`config.mk`:
```
export PLATFORM = sky130hd
export DESIGN_NAME = rpi_byte_collector
export DESIGN_NICKNAME = d
export VERILOG_FILES = /design/src/rtl/rpi_byte_collector_pkg.sv /design/src/rtl/rpi_pin_sync.sv /design/src/rtl/rpi_byte_collector.sv
export SDC_FILE = /design/constraint.sdc
export NUM_CORES = 1
export LEC_CHECK = 0
export CORE_MARGIN = 2
export CORE_UTILIZATION = 39
export CTS_CLUSTER_SIZE = 20
export DETAILED_ROUTE_END_ITERATION = 16
export GPL_TIMING_DRIVEN = 0
export SETUP_SLACK_MARGIN = 0.5
export SLEW_MARGIN = 20
export SYNTH_ARGS = -nofsm -noshare
export SYNTH_HDL_FRONTEND = slang
export SYNTH_SLANG_ARGS = --single-unit
```
`constraint.sdc`:
```
create_clock -name clk -period 3.4 [get_ports clk]
set_clock_uncertainty 0.1 [all_clocks]
set_input_delay 0.51 -clock clk [delete_from_list [all_inputs] [get_ports clk]]
set_output_delay 0.51 -clock clk [all_outputs]
set_load 0.05 [all_outputs]
```
`src/rtl/rpi_byte_collector_pkg.sv`:
```
// Shared constants for the RPi <-> SEED link: block/byte widths and
// collector state encoding.
package rpi_byte_collector_pkg;

   localparam int SEED_BLK_W = 128;
   localparam int BYTE_W     = 8;

   localparam logic [1:0] S_IDLE    = 2'd0;
   localparam logic [1:0] S_COLLECT = 2'd1;
   localparam logic [1:0] S_HOLD    = 2'd2;

   typedef enum logic [1:0] {
      ST_IDLE    = S_IDLE,
      ST_COLLECT = S_COLLECT,
      ST_HOLD    = S_HOLD
   } state_e;

endpackage

```
`src/rtl/rpi_pin_sync.sv`:
```
// N-stage synchronizer for a strobe plus its data bundle, with rising-edge
// detect; optional strobe debounce filter under LOAD_DEBOUNCE_EN.
module rpi_pin_sync #(
   parameter int STAGES  = 2,
   parameter int DW      = 8,
   parameter bit FILT    = 1'b0,
   parameter int DEB_CYC = 100000
) (
   input  logic          clk,
   input  logic          reset,
   input  logic          lvl_i,
   input  logic [DW-1:0] data_i,
   output logic          pe_o,
   output logic [DW-1:0] data_o
);

   logic [STAGES-1:0][DW:0] sync_q, sync_d;
   logic                    prev_q, prev_d;
   logic                    sync_lvl;
   logic                    filt_lvl;

   assign sync_lvl = sync_q[STAGES-1][DW];
   assign data_o   = sync_q[STAGES-1][DW-1:0];

   always_comb begin
      sync_d    = sync_q;
      sync_d[0] = {lvl_i, data_i};
      for (int i = 1; i < STAGES; i++) sync_d[i] = sync_q[i-1];
      prev_d = filt_lvl;
      pe_o   = filt_lvl & ~prev_q;
   end

   always_ff @(posedge clk or negedge reset) begin
      if (!reset) begin
         sync_q <= '0;
         prev_q <= 1'b0;
      end else begin
         sync_q <= sync_d;
         prev_q <= prev_d;
      end
   end

`ifdef LOAD_DEBOUNCE_EN
   localparam int DCW = $clog2(DEB_CYC + 1);

   logic [DCW-1:0] deb_q, deb_d;
   logic           flt_q, flt_d;

   // Level must differ from the filtered value for DEB_CYC straight cycles
   always_comb begin
      deb_d = '0;
      flt_d = flt_q;
      if (sync_lvl != flt_q) begin
         if (deb_q >= DCW'(DEB_CYC - 1)) flt_d = sync_lvl;
         else deb_d = deb_q + DCW'(1);
      end
   end

   always_ff @(posedge clk or negedge reset) begin
      if (!reset) begin
         deb_q <= '0;
         flt_q <= 1'b0;
      end else begin
         deb_q <= deb_d;
         flt_q <= flt_d;
      end
   end

   assign filt_lvl = FILT ? flt_q : sync_lvl;
`else
   localparam int unused_deb_cyc = DEB_CYC;
   localparam bit unused_filt    = FILT;

   assign filt_lvl = sync_lvl;
`endif

endmodule

```
`src/rtl/rpi_byte_collector.sv`:
```
// Collects RPi bytes into double-buffered SEED blocks over valid/ready.
// Define LOAD_DEBOUNCE_EN to debounce the rpi_load strobe.
module rpi_byte_collector
   import rpi_byte_collector_pkg::*;
#(
   parameter int          NBYTES       = SEED_BLK_W / BYTE_W,
   parameter int          SYNC_STAGES  = 2,
   parameter int unsigned TIMEOUT_CYC  = 32'h3FFFFF,
   parameter int          DEBOUNCE_CYC = 100000
) (
   input  logic                     clk,
   input  logic                     reset,
   input  logic [BYTE_W-1:0]        rpi_data,
   input  logic                     rpi_load,
   input  logic                     rpi_start,
   output logic [NBYTES*BYTE_W-1:0] blk_data,
   output logic                     blk_valid,
   input  logic                     blk_ready,
   output logic                     blk_first,
   output logic                     overflow,
   output logic                     timeout_err,
   output logic                     rx_busy
);

   localparam int BW = NBYTES * BYTE_W;
   localparam int CW = $clog2(NBYTES + 1);
   localparam int TW = $clog2(TIMEOUT_CYC + 1);

   logic              load_pe, start_pe;
   logic [BYTE_W-1:0] rx_byte;
   logic [0:0]        start_unused;

   rpi_pin_sync #(
      .STAGES (SYNC_STAGES),
      .DW     (BYTE_W),
      .FILT   (1'b1),
      .DEB_CYC(DEBOUNCE_CYC)
   ) u_load_sync (
      .clk   (clk),
      .reset (reset),
      .lvl_i (rpi_load),
      .data_i(rpi_data),
      .pe_o  (load_pe),
      .data_o(rx_byte)
   );

   rpi_pin_sync #(
      .STAGES (SYNC_STAGES),
      .DW     (1),
      .FILT   (1'b0),
      .DEB_CYC(DEBOUNCE_CYC)
   ) u_start_sync (
      .clk   (clk),
      .reset (reset),
      .lvl_i (rpi_start),
      .data_i(1'b0),
      .pe_o  (start_pe),
      .data_o(start_unused)
   );

   state_e          state_q, state_d;
   logic [CW-1:0]   cnt_q, cnt_d, cnt_n;
   logic [TW-1:0]   tmo_q, tmo_d;
   logic [BW-1:0]   shift_q, shift_d;
   logic [BW-1:0]   blk_data_q, blk_data_d;
   logic            blk_valid_q, blk_valid_d;
   logic            blk_first_q, blk_first_d;
   logic            hold_first_q, hold_first_d;
   logic            first_pend_q, first_pend_d;
   logic            ovf_q, ovf_d;
   logic            tmo_err_q, tmo_err_d;
   logic            acc, out_free;

   always_comb begin
      state_d      = state_q;
      cnt_d        = cnt_q;
      cnt_n        = '0;
      tmo_d        = tmo_q;
      shift_d      = shift_q;
      blk_data_d   = blk_data_q;
      blk_valid_d  = blk_valid_q;
      blk_first_d  = blk_first_q;
      hold_first_d = hold_first_q;
      first_pend_d = first_pend_q;
      ovf_d        = ovf_q;
      tmo_err_d    = tmo_err_q;
      acc          = blk_valid_q & blk_ready;
      out_free     = ~blk_valid_q | acc;

      if (acc) blk_valid_d = 1'b0;

      // Start drops only the partial block; a held full block survives
      if (start_pe) begin
         ovf_d        = 1'b0;
         tmo_err_d    = 1'b0;
         first_pend_d = 1'b1;
         cnt_d        = '0;
         tmo_d        = '0;
         if (state_q != ST_HOLD) state_d = ST_IDLE;
      end

      if (state_d == ST_HOLD && out_free) begin
         blk_data_d  = shift_q;
         blk_valid_d = 1'b1;
         blk_first_d = hold_first_q;
         state_d     = ST_IDLE;
      end

      if (load_pe) begin
         if (state_d == ST_HOLD) begin
            ovf_d = 1'b1;
         end else begin
            shift_d = {shift_q[BW-BYTE_W-1:0], rx_byte};
            cnt_n   = cnt_d + CW'(1);
            tmo_d   = '0;
            if (cnt_n == CW'(NBYTES)) begin
               cnt_d = '0;
               if (!blk_valid_d) begin
                  blk_data_d  = shift_d;
                  blk_valid_d = 1'b1;
                  blk_first_d = first_pend_d;
                  state_d     = ST_IDLE;
               end else begin
                  hold_first_d = first_pend_d;
                  state_d      = ST_HOLD;
               end
               first_pend_d = 1'b0;
            end else begin
               cnt_d   = cnt_n;
               state_d = ST_COLLECT;
            end
         end
      end else if (state_d == ST_COLLECT) begin
         if (tmo_q >= TW'(TIMEOUT_CYC)) begin
            cnt_d     = '0;
            tmo_d     = '0;
            tmo_err_d = 1'b1;
            state_d   = ST_IDLE;
         end else begin
            tmo_d = tmo_q + TW'(1);
         end
      end
   end

   always_ff @(posedge clk or negedge reset) begin
      if (!reset) begin
         state_q      <= ST_IDLE;
         cnt_q        <= '0;
         tmo_q        <= '0;
         shift_q      <= '0;
         blk_data_q   <= '0;
         blk_valid_q  <= 1'b0;
         blk_first_q  <= 1'b0;
         hold_first_q <= 1'b0;
         first_pend_q <= 1'b1;
         ovf_q        <= 1'b0;
         tmo_err_q    <= 1'b0;
      end else begin
         state_q      <= state_d;
         cnt_q        <= cnt_d;
         tmo_q        <= tmo_d;
         shift_q      <= shift_d;
         blk_data_q   <= blk_data_d;
         blk_valid_q  <= blk_valid_d;
         blk_first_q  <= blk_first_d;
         hold_first_q <= hold_first_d;
         first_pend_q <= first_pend_d;
         ovf_q        <= ovf_d;
         tmo_err_q    <= tmo_err_d;
      end
   end

   assign blk_data    = blk_data_q;
   assign blk_valid   = blk_valid_q;
   assign blk_first   = blk_first_q;
   assign overflow    = ovf_q;
   assign timeout_err = tmo_err_q;
   assign rx_busy     = (state_q == ST_COLLECT);

endmodule

```
==> run metrics <==
CTS clock-pin slew for the worst setup and hold paths=about 50 ps; Max Cap Viol=0; via count=approximately 9300; wire per inst=16.86 um; post-route cell area=between 15000 and 20000 sq um; Pleak=~0.0085 uW; DRC Markers=0; final setup violation count=0; vias in the first global route=9478; ys flop type=dfrtp_1; Initial Utilization=approximately two fifths; P per Cell Area=roughly 500 nW/um^2; vias per inst=between 4 and 5; placed instance area=15680 sq um; final hold vios=0; Mapped Cells=1205; # IOs=~150; peak supply drop=between 400 and 500 uV; P_sw=~2200 uW; Yosys cell types=53; Comb pwr share=~6.4%; ANT cells=0; synthesis-to-layout area growth=26.29%; Clock Latency Late Sink=approximately 500 ps; Clk pwr share=43.8%; Startpoint Class=register; DIE AREA=36300 sq um; YS warnings=0; Placed Instances=around 1800; Netlist Area Pre-Place=approximately 14000 sq um; internal power=approximately 6600 uW; synthesized flop and latch total=between 300 and 400; Net Sw Frac=about 25%; Overall Power=around 8800 uW; Detailed Routing Iterations Pass 1=5; Worst setup EP type=register; Rel. slew slack=between 30% and 40%; dpl hpwl=a little over 20000 um; antenna-violating nets left=0; layout cell share with drive strength beyond 1=25.18%; EDFF count, synth=0; Syn Area/Cell=approximately 11 sq um; Post-synth ARST share=100.0%; worst-path fanout max=10; PortBufs=about 150; setup_tns=0 ps; initial antenna violation count=0; first-pass GRT wire length=approximately 52000 um; Reg area=just under 8000 sq um; number of clock sinks=313; Cell Count, Final, Fillers Out=between 1500 and 2000; htree depth=2; nets@finish=1418; RSZ-0062 raised after global routing=no; worst-margin pin slew=935.1 ps; crit path DAT=between 3000 and 4000 ps; largest net degree at the start of global routing=between 90 and 100; Die Y-Extent=190.5 um; leading cell types in the layout, fill and taps excluded=nand2_1, dfrtp_1, mux2_2, clkdlybuf4s50_1, clkbuf_1; Period minus WS final=between 2000 and 3000 ps; final WL=roughly 32000 um; area of the multi-input gates=around 5500 sq um; DRT iter0 DRCs=between 500 and 600; overall routing resource usage=around 18%; final max-slew violation count=0; filler cell count=3161; Hold Path Class=register to register; Crit Path Category=register to register; final period utilization=between 80% and 90%; FP Rows=approximately 70; Seq/Total Area, Yosys=between 50% and 60%; GRT overflow=0; Die X=190.5 um; CTS max path bufs=3; outcome=complete, no violations; TritonCTS clock tree=done; Placeable Area=between 30000 and 40000 sq um; Critical Path RT=3670 ps; CTS Buf Count=36; Max Fclk=about 360 MHz; gpl congestion=0.7851; Syn Nets=around 1200; most common cell after layout, fill and taps aside=nand2_1; Root Buffer=clkbuf_16; sequential share of power=roughly half
-- routing by layer --
metal / global-route usage [%] / routed length, um
met1: 26.23 / 15140
met4: 3.965 / 587
met3: 2.521 / 1193
met2: 28.34 / 14790
met5: 0 / 0
-- cells in the mapped netlist, drive strengths merged, types with 2 or more instances --
master | n | area, sq um
nand2 | 421 | 1580
dfrtp | 312 | 7807
mux2 | 256 | 2883
clkbuf | 40 | 150.1
buf | 23 | 161.4
o21ai | 23 | 115.1
nand3 | 14 | 75.07
a21oi | 11 | 55.05
nor2 | 11 | 41.29
a31oi | 8 | 50.05
inv | 8 | 30.03
nand4 | 6 | 37.54
nor2b | 5 | 31.28
o31ai | 5 | 42.54
or3 | 5 | 31.28
or4 | 5 | 42.54
and2 | 4 | 25.02
and3 | 4 | 26.28
mux2i | 4 | 40.04
nand2b | 4 | 25.02
nor3 | 4 | 25.02
nor4 | 4 | 25.02
ha | 3 | 37.54
o211ai | 3 | 22.52
a21o | 2 | 15.01
a41oi | 2 | 17.52
and4 | 2 | 18.77
o21a | 2 | 15.01
-- sequential cells by signal, indices dropped and copies added, names as in the netlist, 2 cells and up --
name,cells
tmo_q,22
cnt_q,5
shift_q,128
state_q,2
u_load_sync.sync_d,9
u_load_sync.data_o,8
blk_data,128
-- stage by stage --
step / setup slack (ps) / hold WS (ps) / utilization, %
floorplan: 587.4 / 114.4 / -
global placement: -12170 / 232.4 / 45.36
detailed placement: -88.48 / 234.7 / 45.61
CTS: 514.3 / 247.8 / 49.66
global route: 499.0 / 251.3 / 49.85
finish: 638.7 / 246.3 / 49.85
-- kinds of logic (layout without fill, tap and decap cells) --
group                    after synthesis  after routing  share of synthesized area (%)
flip-flops                           313            313                          57.73
AO/OA/AOI/OAI                         64             64                          3.006
AND/OR/NAND/NOR                      492            492                          14.80
multiplexers                         260            260                          21.54
adder cells (fa/ha/maj)                3              3                         0.2767
buffers and inverters                 71            292                          2.517
XOR/XNOR                               2              2                         0.1291
-- critical path, cell delays in order, from the launching register on --
cell,delay [ps]
dfrtp_1,370
nand2b_1,170
buf_8,130
buf_8,130
and2_4,170
ha_4,170
nand3_2,80
xnor2_2,120
nand2_2,100
nor3_4,240
buf_6,130
buf_12,130
bufbuf_16,270
mux2_2,320
-- final cells by class --
| type | count | area share [%] |
|---|---|---|
| clock buffer | 55 | 6.206 |
| sequential | 313 | 45.71 |
| clock inverter | 7 | 0.6644 |
| inverter | 8 | 0.1752 |
| multi-input combinational | 821 | 31.80 |
| buffer | 63 | 2.446 |
| timing repair buffer | 159 | 9.667 |
| tap | 455 | 3.322 |
-- final timing paths --
check | endpoint | start | slack, ps | depth (start not counted)
min | u_load_sync.data_o[7] | u_load_sync.sync_d[16] | 250 | 0
min reg2reg | u_load_sync.data_o[7] | u_load_sync.sync_d[16] | 250 | 0
max in group asynchronous | blk_data[47] | reset | 1910 | 3
min in group asynchronous | blk_data[123] | reset | 430 | 2
max reg2reg | blk_data[86] | u_start_sync.prev_q | 640 | 13
max | blk_data[86] | u_start_sync.prev_q | 640 | 13
-- power by group through the flow --
stage	Sequential (uW)	Clock (uW)	Combinational (uW)
6_report	4400	3860	561
5_1_grt	4460	4120	658
4_1_cts	4400	3970	569
3_5_place_dp	4470	0	557
3_3_place_gp	4460	0	526
2_1_floorplan	4340	0	342
-- repair_timing --
action	CTS	global route
hold endpoints to repair	49	0
pin swaps	4	3
endpoints found under the setup margin	130	119
gates resized for setup	30	14
hold buffers	1	0
gates cloned	2	0
buffers inserted	6	2
Power figures use the tool's default switching activity.
